===== src/rtl/aim_pos_ctrl_pkg.sv =====
// Shared types and constants for the crosshair position controller.
// Build option AIM_WRAP_EN (used by the top level) makes the X axis wrap instead of saturating.
package aim_pkg;

    typedef enum logic [1:0] {
        IDLE = 2'd0,
        SLOW = 2'd1,
        FAST = 2'd2
    } state_t;

    localparam int BUT_DOWN  = 0;
    localparam int BUT_RIGHT = 1;
    localparam int BUT_UP    = 2;
    localparam int BUT_LEFT  = 3;

    localparam int DEF_COORD_W = 11;
    localparam int DEF_STEP_W  = 4;
    localparam int DEF_X_MIN   = 10;
    localparam int DEF_X_MAX   = 1249;
    localparam int DEF_Y_MIN   = 10;
    localparam int DEF_Y_MAX   = 765;
    localparam int DEF_X_INIT  = 640;
    localparam int DEF_Y_INIT  = 400;

    // +1 when only pos is pressed, -1 when only neg is pressed, 0 otherwise
    function automatic logic signed [1:0] net_dir(input logic pos, input logic neg);
        logic signed [1:0] d;
        d = 2'sb00;
        if (pos && !neg) d = 2'sb01;
        if (neg && !pos) d = 2'sb11;
        return d;
    endfunction

endpackage


===== src/rtl/aim_pos_ctrl_if.sv =====
// Pad-side request signals and crosshair outputs of aim_pos_ctrl.
// master = pad/renderer side, slave = controller.
interface aim_pos_ctrl_if #(
    parameter int COORD_W = 11
);
    logic [3:0]         dir_but;
    logic               recenter;
    logic               freeze;
    logic [COORD_W-1:0] aim_x;
    logic [COORD_W-1:0] aim_y;
    logic               moving;
    logic               fast;

    modport master (
        output dir_but, recenter, freeze,
        input  aim_x, aim_y, moving, fast
    );

    modport slave (
        input  dir_but, recenter, freeze,
        output aim_x, aim_y, moving, fast
    );
endinterface


===== src/rtl/aim_pos_ctrl_axis.sv =====
// One coordinate axis: next position from pos, net direction and step, bounded to [MIN,MAX].
// Combinational; WRAP=1 jumps to the opposite bound instead of saturating.
module aim_axis #(
    parameter int COORD_W = 11,
    parameter int STEP_W  = 4,
    parameter int MIN     = 10,
    parameter int MAX     = 1249,
    parameter bit WRAP    = 1'b0
) (
    input  logic [COORD_W-1:0] pos_i,
    input  logic signed [1:0]  dir_i,
    input  logic [STEP_W-1:0]  step_i,
    output logic [COORD_W-1:0] pos_o
);
    localparam int EW = COORD_W + 1;
    localparam logic [EW-1:0]      MIN_E = EW'(MIN);
    localparam logic [EW-1:0]      MAX_E = EW'(MAX);
    localparam logic [COORD_W-1:0] MIN_C = COORD_W'(MIN);
    localparam logic [COORD_W-1:0] MAX_C = COORD_W'(MAX);

    logic [EW-1:0] pos_e;
    logic [EW-1:0] step_e;
    logic [EW-1:0] inc_e;
    logic [EW-1:0] lo_lim_e;

    // one extra bit so neither pos+step nor MIN+step can wrap
    assign pos_e    = {1'b0, pos_i};
    assign step_e   = EW'(step_i);
    assign inc_e    = pos_e + step_e;
    assign lo_lim_e = MIN_E + step_e;

    always_comb begin
        pos_o = pos_i;
        if (dir_i == 2'sb01) begin
            if (inc_e > MAX_E) pos_o = WRAP ? MIN_C : MAX_C;
            else               pos_o = inc_e[COORD_W-1:0];
        end else if (dir_i == 2'sb11) begin
            if (pos_e < lo_lim_e) pos_o = WRAP ? MAX_C : MIN_C;
            else                  pos_o = pos_i - COORD_W'(step_i);
        end
    end
endmodule


===== src/rtl/aim_pos_ctrl.sv =====
// Frame-rate crosshair controller: 4-button pad -> bounded X/Y with hold-to-accelerate FSM.
// Build option AIM_WRAP_EN: X axis wraps at its bounds, Y always saturates.
module aim_pos_ctrl
    import aim_pkg::*;
#(
    parameter int COORD_W     = DEF_COORD_W,
    parameter int STEP_W      = DEF_STEP_W,
    parameter int X_MIN       = DEF_X_MIN,
    parameter int X_MAX       = DEF_X_MAX,
    parameter int Y_MIN       = DEF_Y_MIN,
    parameter int Y_MAX       = DEF_Y_MAX,
    parameter int X_INIT      = DEF_X_INIT,
    parameter int Y_INIT      = DEF_Y_INIT,
    parameter int STEP_SLOW   = 3,
    parameter int STEP_FAST   = 6,
    parameter int HOLD_FRAMES = 30
) (
    input  logic          clk_slw,
    input  logic          rst,
    aim_pos_ctrl_if.slave bus
);
`ifdef AIM_WRAP_EN
    localparam bit X_WRAP = 1'b1;
`else
    localparam bit X_WRAP = 1'b0;
`endif

    localparam int CNT_W = (HOLD_FRAMES > 1) ? $clog2(HOLD_FRAMES) : 1;
    localparam logic [CNT_W-1:0] CNT_MAX = CNT_W'(HOLD_FRAMES - 1);
    localparam logic [CNT_W-1:0] CNT_ONE = (HOLD_FRAMES > 1) ? CNT_W'(1) : '0;

    state_t             state_q, state_d;
    logic [CNT_W-1:0]   cnt_q, cnt_d, cnt_inc;
    logic [3:0]         prev_q;
    logic [COORD_W-1:0] x_q, y_q, x_nxt, y_nxt;
    logic               moving_q, fast_q, moving_d, fast_d;

    logic signed [1:0]  dx, dy;
    logic [3:0]         v;
    logic               v_zero, v_same;
    logic [STEP_W-1:0]  step;

    assign dx      = net_dir(bus.dir_but[BUT_RIGHT], bus.dir_but[BUT_LEFT]);
    assign dy      = net_dir(bus.dir_but[BUT_DOWN],  bus.dir_but[BUT_UP]);
    assign v       = {dx, dy};
    assign v_zero  = (v == 4'd0);
    assign v_same  = (v == prev_q);
    assign cnt_inc = (cnt_q == CNT_MAX) ? CNT_MAX : cnt_q + CNT_W'(1);

    always_ff @(posedge clk_slw) begin
        if (rst || bus.recenter) begin
            state_q  <= IDLE;
            cnt_q    <= '0;
            prev_q   <= '0;
            x_q      <= COORD_W'(X_INIT);
            y_q      <= COORD_W'(Y_INIT);
            moving_q <= 1'b0;
            fast_q   <= 1'b0;
        end else if (!bus.freeze) begin
            state_q  <= state_d;
            cnt_q    <= cnt_d;
            prev_q   <= v;
            x_q      <= x_nxt;
            y_q      <= y_nxt;
            moving_q <= moving_d;
            fast_q   <= fast_d;
        end
    end

    // promotion fires on the edge where the saturated count reaches HOLD_FRAMES-1
    always_comb begin
        state_d = state_q;
        cnt_d   = cnt_q;
        case (state_q)
            IDLE: begin
                if (!v_zero) begin
                    state_d = SLOW;
                    cnt_d   = CNT_ONE;
                end
            end
            SLOW: begin
                if (v_zero) begin
                    state_d = IDLE;
                    cnt_d   = '0;
                end else if (!v_same) begin
                    cnt_d   = CNT_ONE;
                end else begin
                    cnt_d   = cnt_inc;
                    if (cnt_inc == CNT_MAX) state_d = FAST;
                end
            end
            FAST: begin
                if (v_zero) begin
                    state_d = IDLE;
                    cnt_d   = '0;
                end else if (!v_same) begin
                    state_d = SLOW;
                    cnt_d   = CNT_ONE;
                end else begin
                    cnt_d   = cnt_inc;
                end
            end
            default: begin
                state_d = IDLE;
                cnt_d   = '0;
            end
        endcase
    end

    // a direction change out of FAST already moves at the slow rate
    always_comb begin
        step     = (state_q == FAST && v_same) ? STEP_W'(STEP_FAST) : STEP_W'(STEP_SLOW);
        moving_d = (state_d != IDLE);
        fast_d   = (state_d == FAST);
    end

    aim_axis #(
        .COORD_W(COORD_W), .STEP_W(STEP_W), .MIN(X_MIN), .MAX(X_MAX), .WRAP(X_WRAP)
    ) u_axis_x (
        .pos_i(x_q), .dir_i(dx), .step_i(step), .pos_o(x_nxt)
    );

    aim_axis #(
        .COORD_W(COORD_W), .STEP_W(STEP_W), .MIN(Y_MIN), .MAX(Y_MAX), .WRAP(1'b0)
    ) u_axis_y (
        .pos_i(y_q), .dir_i(dy), .step_i(step), .pos_o(y_nxt)
    );

    assign bus.aim_x  = x_q;
    assign bus.aim_y  = y_q;
    assign bus.moving = moving_q;
    assign bus.fast   = fast_q;
endmodule


===== src/flat_wrapper.sv =====
// flat-port wrapper written by rule: the top's interface ports become plain ports
module aim_pos_ctrl_flat import aim_pkg::*;
#(
    parameter int COORD_W     = DEF_COORD_W,
    parameter int STEP_W      = DEF_STEP_W,
    parameter int X_MIN       = DEF_X_MIN,
    parameter int X_MAX       = DEF_X_MAX,
    parameter int Y_MIN       = DEF_Y_MIN,
    parameter int Y_MAX       = DEF_Y_MAX,
    parameter int X_INIT      = DEF_X_INIT,
    parameter int Y_INIT      = DEF_Y_INIT,
    parameter int STEP_SLOW   = 3,
    parameter int STEP_FAST   = 6,
    parameter int HOLD_FRAMES = 30
)
  (clk_slw, rst, bus_dir_but, bus_recenter, bus_freeze, bus_aim_x, bus_aim_y, bus_moving, bus_fast);
  aim_pos_ctrl_if #(.COORD_W(COORD_W)) bus_i ();
  input  logic clk_slw;
  input  logic rst;
  input wire logic [$bits(bus_i.dir_but)-1:0] bus_dir_but;
  input wire logic [$bits(bus_i.recenter)-1:0] bus_recenter;
  input wire logic [$bits(bus_i.freeze)-1:0] bus_freeze;
  output wire logic [$bits(bus_i.aim_x)-1:0] bus_aim_x;
  output wire logic [$bits(bus_i.aim_y)-1:0] bus_aim_y;
  output wire logic [$bits(bus_i.moving)-1:0] bus_moving;
  output wire logic [$bits(bus_i.fast)-1:0] bus_fast;
  assign bus_i.dir_but = bus_dir_but;
  assign bus_i.recenter = bus_recenter;
  assign bus_i.freeze = bus_freeze;
  assign bus_aim_x = bus_i.aim_x;
  assign bus_aim_y = bus_i.aim_y;
  assign bus_moving = bus_i.moving;
  assign bus_fast = bus_i.fast;
  aim_pos_ctrl #(.COORD_W(COORD_W), .STEP_W(STEP_W), .X_MIN(X_MIN), .X_MAX(X_MAX), .Y_MIN(Y_MIN), .Y_MAX(Y_MAX), .X_INIT(X_INIT), .Y_INIT(Y_INIT), .STEP_SLOW(STEP_SLOW), .STEP_FAST(STEP_FAST), .HOLD_FRAMES(HOLD_FRAMES)) u_core (.clk_slw(clk_slw), .rst(rst), .bus(bus_i));
endmodule

===== config.mk =====
export PLATFORM = sky130hd
export DESIGN_NAME = aim_pos_ctrl_flat
export DESIGN_NICKNAME = d
export VERILOG_FILES = /design/src/rtl/aim_pos_ctrl_pkg.sv /design/src/rtl/aim_pos_ctrl_if.sv /design/src/rtl/aim_pos_ctrl_axis.sv /design/src/rtl/aim_pos_ctrl.sv /design/src/flat_wrapper.sv
export SDC_FILE = /design/constraint.sdc
export NUM_CORES = 1
export LEC_CHECK = 0
export ABC_AREA = 1
export CAP_MARGIN = 15
export CELL_PAD_IN_SITES_DETAIL_PLACEMENT = 1
export CELL_PAD_IN_SITES_GLOBAL_PLACEMENT = 2
export CORE_AREA = 2 2 111 113
export DETAILED_ROUTE_END_ITERATION = 7
export DIE_AREA = 0 0 113 115
export MAX_ROUTING_LAYER = met4
export PLACE_DENSITY_LB_ADDON = 0.1
export SYNTH_ARGS = -nofsm -noshare
export SYNTH_HDL_FRONTEND = slang
export SYNTH_SLANG_ARGS = --single-unit

===== constraint.sdc =====
create_clock -name clk_slw -period 3.05 [get_ports clk_slw]
set_clock_uncertainty 0.1 [all_clocks]
set_input_delay 0.4575 -clock clk_slw [delete_from_list [all_inputs] [get_ports clk_slw]]
set_output_delay 0.4575 -clock clk_slw [all_outputs]
set_load 0.05 [all_outputs]

# Word-level counts from Yosys, hierarchy flattened
# Index checks and enable logic that the tools add are counted.
# Widths: inputs -> output; s select.
dict set report totals {
  input_bits 8
  regBits 35
  elab_cells 73
  out_inout_bits 24
}
dict set report classes {
  bitwise_logic 1
  magnitude_cmp 4
  mux 25
  add_sub_neg 6
  eq_ne 11
  reduce_logical 19
}
# op n
set op_table {}
lappend op_table {{$mux 11} 8}
lappend op_table {{$add 11x4->12} 2}
lappend op_table {{$sub 11x4->11} 2}
lappend op_table {{$mux 5} 4}
lappend op_table {{$mux 2} 8}
lappend op_table {{$gt 12x10->1 const B} 1}
lappend op_table {{$gt 12x11->1 const B} 1}
lappend op_table {{$lt 11x12->1} 1}
lappend op_table {{$lt 11x5->1} 1}
lappend op_table {{$eq 5x5->1 const B} 2}
lappend op_table {{$pmux 5 s2} 1}
lappend op_table {{$eq 2x2->1 const B} 4}
lappend op_table {{$eq 2x1->1 const B} 3}
lappend op_table {{$pmux 2 s3} 1}
lappend op_table {{$reduce_and 2->1} 3}
lappend op_table {{$reduce_bool 2->1} 3}
lappend op_table {{$add 4x4->5 const A} 1}
lappend op_table {{$add 5x1->5 const B} 1}
lappend op_table {{$logic_and 1x1->1} 5}
lappend op_table {{$eq 4x4->1} 1}
lappend op_table {{$logic_not 1->1} 4}
lappend op_table {{$logic_not 4->1} 1}
lappend op_table {{$mux 3} 1}
lappend op_table {{$logic_not 2->1} 1}
lappend op_table {{other kinds (5)} 6}

# Longest topological paths before layout
dict set report depth {
  ltp_word 12
  mapped_depth 25
  mapped_depth_nobuf 25
}

# Hierarchy
# From an unflattened synthesis, not the netlist that was laid out.
dict set report hier_totals {
  hier_cells 610
  hier_area_um2 3880.0
}
# module seq_area_each_um2 cells_per_inst instances area_per_inst_um2
set by_module_without_submodules {}
lappend by_module_without_submodules {aim_pos_ctrl 700.7 243 1 1690.4}
lappend by_module_without_submodules {{aim_axis (u_core.u_axis_y)} 0.0 187 1 1114.8}
lappend by_module_without_submodules {{aim_axis (u_core.u_axis_x)} 0.0 180 1 1074.8}

# Least setup slack after synthesis
# No wires, ideal clock.
dict set report synth_timing {
  path_kind {input port to flip-flop}
  from {input bus_dir_but[0]}
  to {register u_core.x_q[7] (netlist: u_core.bus.aim_x[7])}
  setup_time_ns 0.115
  stages 22
  path_slack_ns -0.242
  n_path_buf 0
  arrival_ns 3.077
  cell_sequence {inv_1 > ha_1 > xnor2_1 > nor2_1 > nand2_1 > nor2_1 > inv_1 > ha_1 > nor2_2 > nand3_2 > nand2_2 > nand2_1 > nand2_1 > nand3_2 > nor2_1 > nand2_1 > nand2_2 > nand2_1 > nand2_2 > nand2_1 > nand2_1 > nand2_1}
}
dict set report synth_between {
  elab_chain_len 11
}
# item line_no
set synth_lines {}
lappend synth_lines {{from (decl)} flat_wrapper.sv:20} ;# input wire logic [$bits(bus_i.dir_but)-1:0] bus_dir_but;
lappend synth_lines {{$logic_and 1x1->1 / $logic_not 1->1 (equally long branches)} {aim_pos_ctrl_pkg.sv:29, aim_pos_ctrl_pkg.sv:30}}
lappend synth_lines {{$mux 1 / $logic_and 1x1->1 (equally long branches)} {aim_pos_ctrl_pkg.sv:29, aim_pos_ctrl_pkg.sv:30}}
lappend synth_lines {{$mux 2 (*)} aim_pos_ctrl_pkg.sv:30} ;# if (neg && !pos) d = 2'sb11;
lappend synth_lines {{$eq 4x4->1 (*)} aim_pos_ctrl.sv:47} ;# assign v_same = (v == prev_q);
lappend synth_lines {{$logic_and 1x1->1 (*)} aim_pos_ctrl.sv:112} ;# step = (state_q == FAST && v_same) ? STEP_W'(STEP_FAST) : STEP_W'(STEP_SLOW);
lappend synth_lines {{$mux 3 (*)} aim_pos_ctrl.sv:112}
lappend synth_lines {{branches (longest 4 deep; another with $add 11x4->12)} --}
lappend synth_lines {{$mux 11 (*)} aim_pos_ctrl_axis.sv:34} ;# if (dir_i == 2'sb01) begin
lappend synth_lines {{to (signal assigned)} aim_pos_ctrl.sv:55} ;# x_q <= COORD_W'(X_INIT);
lappend synth_lines {{to (signal assigned)} aim_pos_ctrl.sv:63} ;# x_q <= x_nxt;
lappend synth_lines {{to (decl)} aim_pos_ctrl.sv:35} ;# logic [COORD_W-1:0] x_q, y_q, x_nxt, y_nxt;
# Mark *: on every way between the ends. The select of a mux whose other input is x is not followed.
# A chain may end at the register's enable or synchronous reset.

# Worst setup path after layout
dict set report layout_timing {
  from {input bus_dir_but[0]}
  to {register u_core.x_q[1] (netlist: u_core.bus.aim_x[1])}
}
# The elaborated chain is that of the path after synthesis.

==> metrics.csv <==
stage;metric;value;unit
global_routing;groute.usage.overall;18.7;%
synth;ys_seq_area_share;21.7;%
sta;tightest_slew;671;ps
sta;fin_crit_sh;95.2;%
floorplanning;start_util;27.4;%
placed_design;finalWeightedCongestion;0.788;
synth;syn-num-nets;566;
synth;ys_async_sr_fraction;0;%
floorplanning;die_height;115;µm
routing;via_per_inst;4.76;
pwr;intPower;0.00105;W
floorplanning;io_pins;32;
synth;syn_area;3230;µm²
final_layout;layout_commonest_cell;nand2_1;
final_layout;multi_input_area;2490;µm²
sta;hold_viol_final;0;
final_layout;post-route-util;39.1;%
final_layout;area_delta_synth_final;43.0;%
worst_hold_path;whs_path_depth;2;
synth;synth_cell_types;33;
placed_design;dpl.cell_count;746;
synth;synth-seq-cells;35;
run_status;status;complete, but fails checks;
final_layout;final_cell_mix;nand2_1, buf_4, inv_1, a21oi_1, nand3_1;
clocking;clockBufferDepth;2;
synth;yosysWarnings;0;
clocking;cts_root_buffer;clkbuf_16;
run_status;violations;DRC;
synth;synth_edf_count;0;
worst_setup_path;critPathCapture;u_core.bus.aim_x[1];
pwr;leakage;2.17;nW
final_layout;register_area;701;µm²
sta;relSlewSlack;55.0;%
clocking;cts_sinks;35;
floorplanning;core;11800;µm²
floorplanning;num_rows;40;
global_routing;gr-total-overflow;0;
routing;drt-initial-drc-count;103;
pwr;power.net_switching;0.000487;W
clocking;cts_buffers;5;
synth;netlist_instances;531;
final_layout;final_area;4620;µm²
routing;num_vias;3645;
global_routing;grt_max_degree;20;
worst_setup_path;reg2reg_from;u_core.state_q[0];
global_routing;antenna_found_initial;0;
placed_design;detailed_place_hpwl;8.81;mm
clocking;cts_tree;built;
worst_setup_path;reg2reg_slack;280;ps
pwr;cellPowerDensity;332;nW/µm²
pwr;comb_power_share;25.9;%
pwr;seqPwrFrac;32.9;%
sta;fmax;344;MHz
sta;finalCriticalPeriod;2900;ps
pwr;swShare;31.7;%
routing;routed_wl;11.5;mm
worst_hold_path;min_path_type;flop to flop;
worst_setup_path;path_max_fanout;6;
sta;finalSetupTns;0;ps
clocking;clock_latency;290;ps
floorplanning;die_w;113;µm
worst_setup_path;r2r_cells;16;
clocking;htreeDepth;2;
final_layout;nets;653;
routing;ant_nets;0;
sta;setup_viol;0;
worst_setup_path;reg2reg_to;u_core.bus.aim_x[1];
routing;drt_pass1_iterations;6;
global_routing;grt_pass1_wl;18.9;mm
worst_setup_path;crit_path_end_kind;flop;
routing;drc_errors;2;
clocking;path_clk_slew;60;ps
pwr;pwr-share-clk;41.2;%
worst_setup_path;start_kind;primary input;
global_routing;grt_pass1_vias;3792;
placed_design;placed_area;4050;µm²
final_layout;fillCellCount;1537;
synth;synth-main-ff-cell;dfxtp_1;
worst_setup_path;crit_type;primary input to flop;
synth;avgSynthCellArea;6.09;µm²
worst_setup_path;worstPathArrival;2980;ps
job;maxCapViolCount;0;
placed_design;port_buffers;31;
worst_setup_path;worstPathRequired;3130;ps
worst_setup_path;critPathLaunch;bus_dir_but[0];
final_layout;n_antenna_cell;0;
sta;maxSlewViolCount;0;
final_layout;final_cells;766;
routing;wl_per_cell;15.0;µm
final_layout;drive_gt1_share;25.2;%
pwr;ir_drop;186;µV
floorplanning;die_area;13000;µm²
-- kinds of logic after synthesis --
group | Yosys count | synth area share, %
and+or+nand+nor | 268 | 36.2
AOI/OAI and AO/OA | 91 | 14.9
adders and majority gates | 27 | 10.5
buffers and inverters | 87 | 10.5
DFF | 35 | 21.7
xor gates and xnor gates | 23 | 6.23
-- cell type report --
type / instances / area share [%]
multi-input cells: 409 / 54.0
repair buffers: 94 / 16.8
flip-flops and latches: 35 / 15.2
inverters: 73 / 6.20
well taps: 147 / 3.98
clock buffers: 6 / 3.01
clock inverters: 2 / 0.839
-- worst max-delay path, cell delays in order --
cell and delay (ps):
buf_6 100, inv_4 50, ha_4 200, xnor2_2 130
nor2_1 120, nand2_1 120, nor2_4 140, clkinv_4 130
ha_4 280, buf_6 130, o21ai_4 150, nand3_2 130
o21ai_2 140, nand2_2 90, nor2_1 120, nand3_2 130
buf_4 180, nand3_1 90, a21oi_1 60
-- power groups by stage --
stage / Combinational (W) / Clock (W) / Sequential, W
finish: 0.000397 / 0.000631 / 0.000505
global route: 0.000438 / 0.000670 / 0.000509
CTS: 0.000385 / 0.000651 / 0.000504
detailed placement: 0.000352 / 0 / 0.000513
global placement: 0.000349 / 0 / 0.000513
floorplan: 0.000183 / 0 / 0.000542
-- worst min-delay path by stage --
stage / startpoint / to / slack, ps
after floorplan: u_core.prev_q[1] / u_core.prev_q[1] / 360
after global placement: u_core.bus.fast / u_core.bus.fast / 360
after detailed placement: u_core.bus.fast / u_core.bus.fast / 380
after CTS: u_core.bus.fast / u_core.bus.fast / 390
after global routing: u_core.prev_q[2] / u_core.prev_q[2] / 410
final: u_core.bus.fast / u_core.bus.fast / 380
-- repair_timing --
item / in CTS / in global routing
hold buffers: 0 / 0
pin swaps: 27 / 27
buffers inserted: 11 / 1
gates resized for setup: 44 / 48
hold endpoints to repair: 0 / 0
setup endpoints to repair: 22 / 22
-- state kept, by name, summed over array words and instances, names as in the netlist --
| name | cells |
|---|---|
| u_core.bus.moving | 1 |
| u_core.bus.aim_y | 11 |
| u_core.prev_q | 4 |
| u_core.bus.fast | 1 |
| u_core.bus.aim_x | 11 |
| u_core.state_q | 2 |
| u_core.cnt_q | 5 |
-- layer usage --
metal  wire length, µm  track usage [%]  vias up  part of all wire, %
met1              5890             25.7     1709                   51
met3               285             2.06       10                  2.5
li1                  -                -     1881                    -
met2              5200             29.5       45                   45
met4               119             4.31        0                  1.0
met5                 0                -        -                    0
-- cells in the mapped netlist, types with 3 or more instances --
master / count / area (µm²)
a21oi_1: 49 / 245
nor2_1: 43 / 161
dfxtp_1: 35 / 701
nand2_2: 5 / 31.3
nand3_1: 45 / 225
buf_2: 4 / 20.0
inv_1: 66 / 248
nand3_2: 6 / 60.1
nand4_1: 4 / 25.0
o21ai_1: 3 / 15.0
xor2_1: 18 / 158
o21ai_0: 29 / 145
clkbuf_1: 7 / 26.3
a31oi_1: 3 / 18.8
nor3_1: 13 / 65.1
xnor2_1: 5 / 43.8
clkinv_1: 3 / 11.3
nand2_1: 145 / 544
ha_1: 27 / 338
inv_2: 4 / 15.0
-- stage by stage --
step / setup WS [ps] / hold WS (ps) / power [W]
after floorplan: 9.87 / 357 / 0.000724
after global placement: -731 / 356 / 0.000862
after detailed placement: -780 / 378 / 0.000865
after CTS: 12.7 / 390 / 0.00154
after global routing: -11.2 / 410 / 0.00162
final: 147 / 383 / 0.00153
Note: power is estimated with default switching activity, not from simulation.
